`src/rtl/stim_gen.sv`:
```
// stim_gen: on start, emits len words over valid/ready and then pulses done.
// Pattern is an incrementing count; define STIM_GEN_LFSR_EN for a Galois LFSR.
module stim_gen #(
  parameter int WIDTH = 8,
  parameter int LEN_W = 8,
  parameter logic [WIDTH-1:0] TAPS = 'hB8
) (
  input  logic             clk,
  input  logic             rst,
  input  logic             start,
  input  logic [LEN_W-1:0] len,
  input  logic [WIDTH-1:0] seed,
  output logic [WIDTH-1:0] out_data,
  output logic             out_valid,
  input  logic             out_ready,
  output logic             busy,
  output logic             done,
  output logic [LEN_W-1:0] count
);
  typedef enum logic [1:0] {IDLE, RUN, DONE} state_t;
  state_t state_q, state_d;
  logic [WIDTH-1:0] data_q, data_d, nxt, seed_eff;
  logic [LEN_W-1:0] len_q, len_d, count_q, count_d;
  logic valid_q, busy_q, done_q, hs, go, load;
  assign hs = valid_q & out_ready;
  assign go = (state_q == IDLE) & start;
  assign load = go & (len != '0);
`ifdef STIM_GEN_LFSR_EN
  // all-zero is the LFSR lock-up state, so a zero seed is promoted to 1
  assign nxt = (data_q >> 1) ^ (data_q[0] ? TAPS : '0);
  assign seed_eff = (seed == '0) ? WIDTH'(1) : seed;
`else
  assign nxt = data_q + WIDTH'(1);
  assign seed_eff = seed;
`endif
  always_ff @(posedge clk or posedge rst)
    if (rst) state_q <= IDLE;
    else state_q <= state_d;
  always_comb begin
    state_d = state_q;
    case (state_q)
      IDLE: if (start) state_d = (len != '0) ? RUN : DONE;
      RUN:  if (hs && (count_q + LEN_W'(1) == len_q)) state_d = DONE;
      default: state_d = IDLE;
    endcase
  end
  always_comb begin
    len_d = load ? len : len_q;
    data_d = load ? seed_eff : hs ? nxt : data_q;
    count_d = go ? '0 : hs ? count_q + LEN_W'(1) : count_q;
  end
  always_ff @(posedge clk or posedge rst)
    if (rst) begin
      data_q <= '0;
      len_q <= '0;
      count_q <= '0;
      valid_q <= 1'b0;
      busy_q <= 1'b0;
      done_q <= 1'b0;
    end else begin
      data_q <= data_d;
      len_q <= len_d;
      count_q <= count_d;
      valid_q <= state_d == RUN;
      busy_q <= state_d != IDLE;
      done_q <= state_d == DONE;
    end
  assign out_data = data_q;
  assign out_valid = valid_q;
  assign busy = busy_q;
  assign done = done_q;
  assign count = count_q;
endmodule

```
`config.mk`:
```
export PLATFORM = sky130hd
export DESIGN_NAME = stim_gen
export DESIGN_NICKNAME = d
export VERILOG_FILES = /design/src/rtl/stim_gen.sv
export SDC_FILE = /design/constraint.sdc
export NUM_CORES = 1
export LEC_CHECK = 0
export ABC_AREA = 1
export CELL_PAD_IN_SITES_DETAIL_PLACEMENT = 1
export CELL_PAD_IN_SITES_GLOBAL_PLACEMENT = 1
export CORE_MARGIN = 10
export CORE_UTILIZATION = 47
export DETAILED_ROUTE_END_ITERATION = 8
export DONT_BUFFER_PORTS = 1
export PLACE_DENSITY = 0.81
export SYNTH_ARGS = -nofsm -noshare
export SYNTH_HDL_FRONTEND = slang
export SYNTH_SLANG_ARGS = --single-unit
```
`constraint.sdc`:
```
create_clock -name clk -period 5 [get_ports clk]
set_clock_uncertainty 0.2 [all_clocks]
set_input_delay 0.75 -clock clk [delete_from_list [all_inputs] [get_ports clk]]
set_output_delay 0.75 -clock clk [all_outputs]
set_load 0.005 [all_outputs]
```
==> results_dict.tcl, run 1 <==
set metrics [dict create \
    path_cells "nor2_1 -> nand3_1 -> o21ai_4 -> nand2_1 -> inv_1 -> nand2_1 -> o211ai_1" \
    antenna_left 0 \
    finalPower_mw 0.9769 \
    finalHoldViolations 0 \
    fillers 462 \
    grt_pass1_vias 1693 \
    drv_slew 0 \
    clk_latency_ns 0.34 \
    cts_htree_levels 2 \
    drive_above_1_share 0.06996 \
    grtUsageTotal 0.1549 \
    via_per_inst 5.419 \
    grt_overflow_total 0 \
    cp_common_cell "nand2_1" \
    critPathLaunchType "input pin" \
    ctsResizeCount 0 \
    antenna_found_initial 0 \
    initial_core_util 0.4960 \
    power_density_nw_per_um2 535.1 \
    synth.distinct_cells 24 \
    syn_to_final_growth_pct 7.755 \
    clock_path_buffers 2 \
    cts_made_buffers 5 \
    mostFrequentLayoutCells "nand2_1, inv_1, nand3_1" \
    cts-hold-fix-buffers 0 \
    avgSynthCellArea_um2 7.148 \
    period_needed_ns 2.058 \
    final_common_cell "nand2_1" \
    syn-num-nets 259 \
    fin_setup_tns_ns 0 \
    netlist_instances 237 \
    finalWeightedCongestion 0.8347 \
    fin_crit_sh 0.4116 \
    ios 39 \
    leakage_nw 0.9123 \
    register_area_um2 725.7 \
    ctsRootBufferMaster "clkbuf_4" \
    fin_nets 264 \
    cts.sinks 29 \
    hold_path_class "reg -> reg" \
    design.die.area_um2 6406 \
    switching_share 0.4317 \
    p_int_mw 0.5551 \
    grt_max_degree 30 \
    clockPowerShare 0.205 \
    critical_path_class "in -> reg" \
    worst_slew_pin_slew_ns 1.123 \
    p_switching_mw 0.4218 \
    slew_headroom 0.2508 \
    ys_ff_latch 29 \
    core_um2 3416 \
    wl_per_cell_um 16.02 \
    yosysSeqAreaShare 0.4284 \
    cpMaxStageDelayCell "o21ai_4" \
    clk_pin_slew_ns 0.11 \
    vdd_drop_max_mv 0.2939 \
    max_freq_mhz 486.0 \
    drv_cap 0 \
    drc 0 \
    grt_first_pass_wirelength_um 7831 \
    arrival_ns 2.12 \
    synth_area_um2 1694 \
    required_ns 5.06 \
    yosysWarnings 0 \
    hpwl_um 3639 \
    outcome "complete, no violations" \
    combPwrFrac 0.351 \
    drt_iter0_drc 57 \
    io_buffer_count 0 \
    finalWirelength_um 4631 \
    slowest_delay_ns 0.54 \
    fp-row-count 21 \
    setup-violations-final 0 \
    die_x_um 80.04 \
    antenna_cells 0 \
    power_frac_seq 0.444 \
    drtPass1Iterations 4 \
    multi_input_area_um2 815.8 \
    die_h_um 80.04 \
    rsz0062_at_grt "false" \
    cts_tree "built" \
    post-cts-setup-buffer-count 0 \
    vias 1566 \
    path_max_fanout 27 \
    end_kind "flop" \
]
state kept, by name (all words and copies together), names as in the netlist:
register,flops
len_q,8
state_q,2
count,8
done,1
out_valid,1
busy,1
out_data,8
critical path, delay by kind of cell:
| family | cells | cell delay (ns) |
|---|---|---|
| compound gates | 2 | 0.62 |
| buf+inv | 1 | 0.18 |
| simple gates | 4 | 0.55 |
per-layer routing:
metal,track usage,share of wire,wire (um),vias to the layer above
li1,-,-,-,775
met1,0.1588,0.40,1857,750
met2,0.2713,0.51,2358,34
met3,0.06532,0.071,328,7
met4,0.06162,0.019,86,0
met5,0,0,0,-
area by class of cell:
type | instances | area share
Tap cell | 46 | 0.03153
Clock inverter | 3 | 0.02536
Multi-Input combinational cell | 168 | 0.4469
Sequential cell | 29 | 0.3975
Inverter | 38 | 0.07814
Clock buffer | 5 | 0.02056
Yosys cell counts, drive strengths merged:
master	number	area [um^2]
nor2	23	91.34
nand2	66	252.7
nand4	3	18.77
nand3	34	170.2
a31oi	1	6.260
o211ai	4	30.03
inv	38	142.6
nand3b	3	22.52
buf	2	10.01
o21bai	1	7.510
nor3	1	16.27
xor2	1	8.760
xnor2	1	8.760
ha	2	25.02
dfrtp	29	725.7
o21ai	19	106.4
or2	1	6.260
o22ai	2	12.51
a21oi	5	25.02
a21boi	1	7.510
metrics by stage:
step | hold slack [ns] | setup WS [ns] | utilization | cell area [um^2] | cells
after floorplan | 0.2661 | 3.137 | - | 1694 | 237
after global placement | 0.2865 | 2.672 | 0.5099 | 1742 | 281
after detailed placement | 0.2867 | 2.571 | 0.5099 | 1742 | 281
after CTS | 0.3070 | 2.933 | 0.5344 | 1826 | 289
after global routing | 0.3059 | 2.770 | 0.5344 | 1826 | 289
final | 0.3130 | 2.942 | 0.5344 | 1826 | 289
power groups by stage:
stage	clock network (mW)	registers (mW)	logic (mW)
2_1_floorplan	0	0.405	0.274
3_3_place_gp	0	0.437	0.322
3_5_place_dp	0	0.441	0.345
4_1_cts	0.202	0.436	0.349
5_1_grt	0.215	0.452	0.399
6_report	0.200	0.434	0.343
cells by family (layout without fill, tap and decap cells):
logic type | count (synthesis) | count (layout) | synth area share
buffers and inverters | 40 | 46 | 0.09011
AOI/OAI and AO/OA | 33 | 33 | 0.1152
and+or+nand+nor | 131 | 131 | 0.3412
adders and majority gates | 2 | 2 | 0.01477
xor gates and xnor gates | 2 | 2 | 0.01034
DFF | 29 | 29 | 0.4284
final timing paths:
path / cells after the start / startpoint / slack, ns / endpoint
worst max-delay path: 7 / len[0] / 2.94 / out_data[2]
worst min-delay path: 1 / state_q[1] / 0.31 / busy
worst max register to register: 11 / count[0] / 2.95 / state_q[0]
worst min register to register: 1 / state_q[1] / 0.31 / busy
max in group asynchronous: 1 / rst / 3.55 / count[5]
min in group asynchronous: 1 / rst / 0.38 / out_data[3]
(Power assumes the default switching activity.)
==> run 2, diff against run 1 <==
--- a/config.mk
+++ b/config.mk
@@ -9,10 +9,10 @@
 export CELL_PAD_IN_SITES_DETAIL_PLACEMENT = 1
 export CELL_PAD_IN_SITES_GLOBAL_PLACEMENT = 1
 export CORE_MARGIN = 10
-export CORE_UTILIZATION = 47
+export CORE_UTILIZATION = 44
 export DETAILED_ROUTE_END_ITERATION = 8
 export DONT_BUFFER_PORTS = 1
-export PLACE_DENSITY = 0.81
+export PLACE_DENSITY = 0.77
 export SYNTH_ARGS = -nofsm -noshare
 export SYNTH_HDL_FRONTEND = slang
 export SYNTH_SLANG_ARGS = --single-unit
==> constraint.sdc (replaced) <==
create_clock -name clk -period 1.95 [get_ports clk]
set_clock_uncertainty 0.2 [all_clocks]
set_input_delay 0.2925 -clock clk [delete_from_list [all_inputs] [get_ports clk]]
set_output_delay 0.2925 -clock clk [all_outputs]
set_load 0.005 [all_outputs]
==> results_dict.tcl, run 2 (synthesis gave the netlist of run 1 again) <==
set metrics [dict create \
    io_buffer_count 0 \
    cts_htree_levels 2 \
    max_freq_mhz 557.3 \
    final_common_cell "nand2_1" \
    grt_max_degree 30 \
    hold_path_class "in -> reg" \
    drtPass1Iterations 4 \
    vdd_drop_max_mv 0.6711 \
    timing.hold.ws_ns -0.003067 \
    finalWeightedCongestion 0.8128 \
    vias 1681 \
    critical_path_class "reg -> reg" \
    antenna_found_initial 0 \
    violations "hold timing" \
    clk_pin_slew_ns 0.07 \
    syn_to_final_growth_pct 18.09 \
    fillers 496 \
    path_max_fanout 2 \
    initial_core_util 0.4593 \
    drive_above_1_share 0.1077 \
    core_um2 3689 \
    design.die.area_um2 6732 \
    outcome "finished with violations" \
    timing.final.ws_setup_ns 0.1555 \
    grt_overflow_total 0 \
    ios 39 \
    mostFrequentLayoutCells "nand2_1, inv_1, nand3_1" \
    power_density_nw_per_um2 1306 \
    drt_iter0_drc 97 \
    finalPower_mw 2.613 \
    die_x_um 82.05 \
    cts_tree "built" \
    wl_per_cell_um 16.79 \
    setup-violations-final 0 \
    die_h_um 82.05 \
    leakage_nw 0.9795 \
    fp-row-count 22 \
    grt_pass1_vias 1834 \
    drc 0 \
    period_needed_ns 1.795 \
    fin_nets 281 \
    clk_latency_ns 0.28 \
    required_ns 1.92 \
    pre_cts_ws_ns 0.04755 \
    drv_slew 0 \
    cts_made_buffers 5 \
    arrival_ns 1.77 \
    critPathLaunchType "flop" \
    drv_cap 0 \
    slew_headroom 0.7270 \
    fin_crit_sh 0.9203 \
    r2r_setup_slack_ns 0.16 \
    antenna_left 0 \
    worst_slew_pin_slew_ns 0.4080 \
    antenna_cells 0 \
    hpwl_um 3923 \
    grtUsageTotal 0.1677 \
    cts.sinks 29 \
    ctsRootBufferMaster "clkbuf_8" \
    clock_path_buffers 2 \
    grt_first_pass_wirelength_um 8700 \
    finalWirelength_um 5172 \
    post-cts-setup-buffer-count 0 \
    finalHoldViolations 1 \
    end_kind "flop" \
    via_per_inst 5.458 \
]
## run 2: per-stage QoR
step | hold slack, ns | setup TNS, ns | cells | area [um^2] | util
4_1_cts | 0.003383 | 0 | 308 | 1979 | 0.5366
6_report | -0.003067 | 0 | 308 | 2001 | 0.5424
3_3_place_gp | 0.08196 | 0 | 289 | 1789 | 0.4851
3_5_place_dp | 0.08902 | 0 | 289 | 1789 | 0.4851
5_1_grt | 0.0003600 | -0.002315 | 308 | 2001 | 0.5424
2_1_floorplan | 0.1706 | 0 | 237 | 1694 | -
## run 2: timing repair
item                                    4_1_cts  5_1_grt
resized for setup                             0        9
endpoints found under the setup margin        0        6
hold buffers                                 11        0
hold endpoints to repair                     39        0
## run 2: power breakdown
part / total (mW) / internal (mW) / switching [mW]
clock: 0.485 / 0.253 / 0.232
sequential: 1.10 / 0.829 / 0.276
combinational: 1.02 / 0.402 / 0.622
total: 2.61 / 1.48 / 1.13
## run 2: layout make-up
| class | count | area [um^2] | share of cell area |
|---|---|---|---|
| multi-input combinational | 168 | 833.3 | 0.4165 |
| timing repair buffer | 17 | 155.1 | 0.07755 |
| tap | 48 | 60.06 | 0.03002 |
| clock buffer | 8 | 80.08 | 0.04002 |
| inverter | 38 | 142.6 | 0.07129 |
| sequential | 29 | 729.5 | 0.3646 |
## run 2: worst max-delay path: stages (launching register included)
cell and delay (ns):
dfrtp_1 0.40, ha_2 0.35, inv_1 0.05, nand2_1 0.05
nand3_1 0.07, nor2_1 0.09, nand3_1 0.09, nor2_2 0.14
nand3_1 0.10, nand2_2 0.08, nand2_1 0.06
## run 2: final timing paths
kind | startpoint | endpoint | cells after the start
max in group asynchronous | rst | count[2] | 3
min reg2reg | len_q[2] | len_q[2] | 2
min | len[5] | len_q[5] | 2
max reg2reg | count[1] | state_q[0] | 10
max | count[1] | state_q[0] | 10
min in group asynchronous | rst | out_valid | 3
## run 2: metal layers
layer,GRT usage,share of wire,vias to the layer above
met3,0.06441,0.068,7
li1,-,-,802
met5,0,0,-
met4,0.05102,0.011,0
met2,0.3143,0.55,42
met1,0.1663,0.37,830
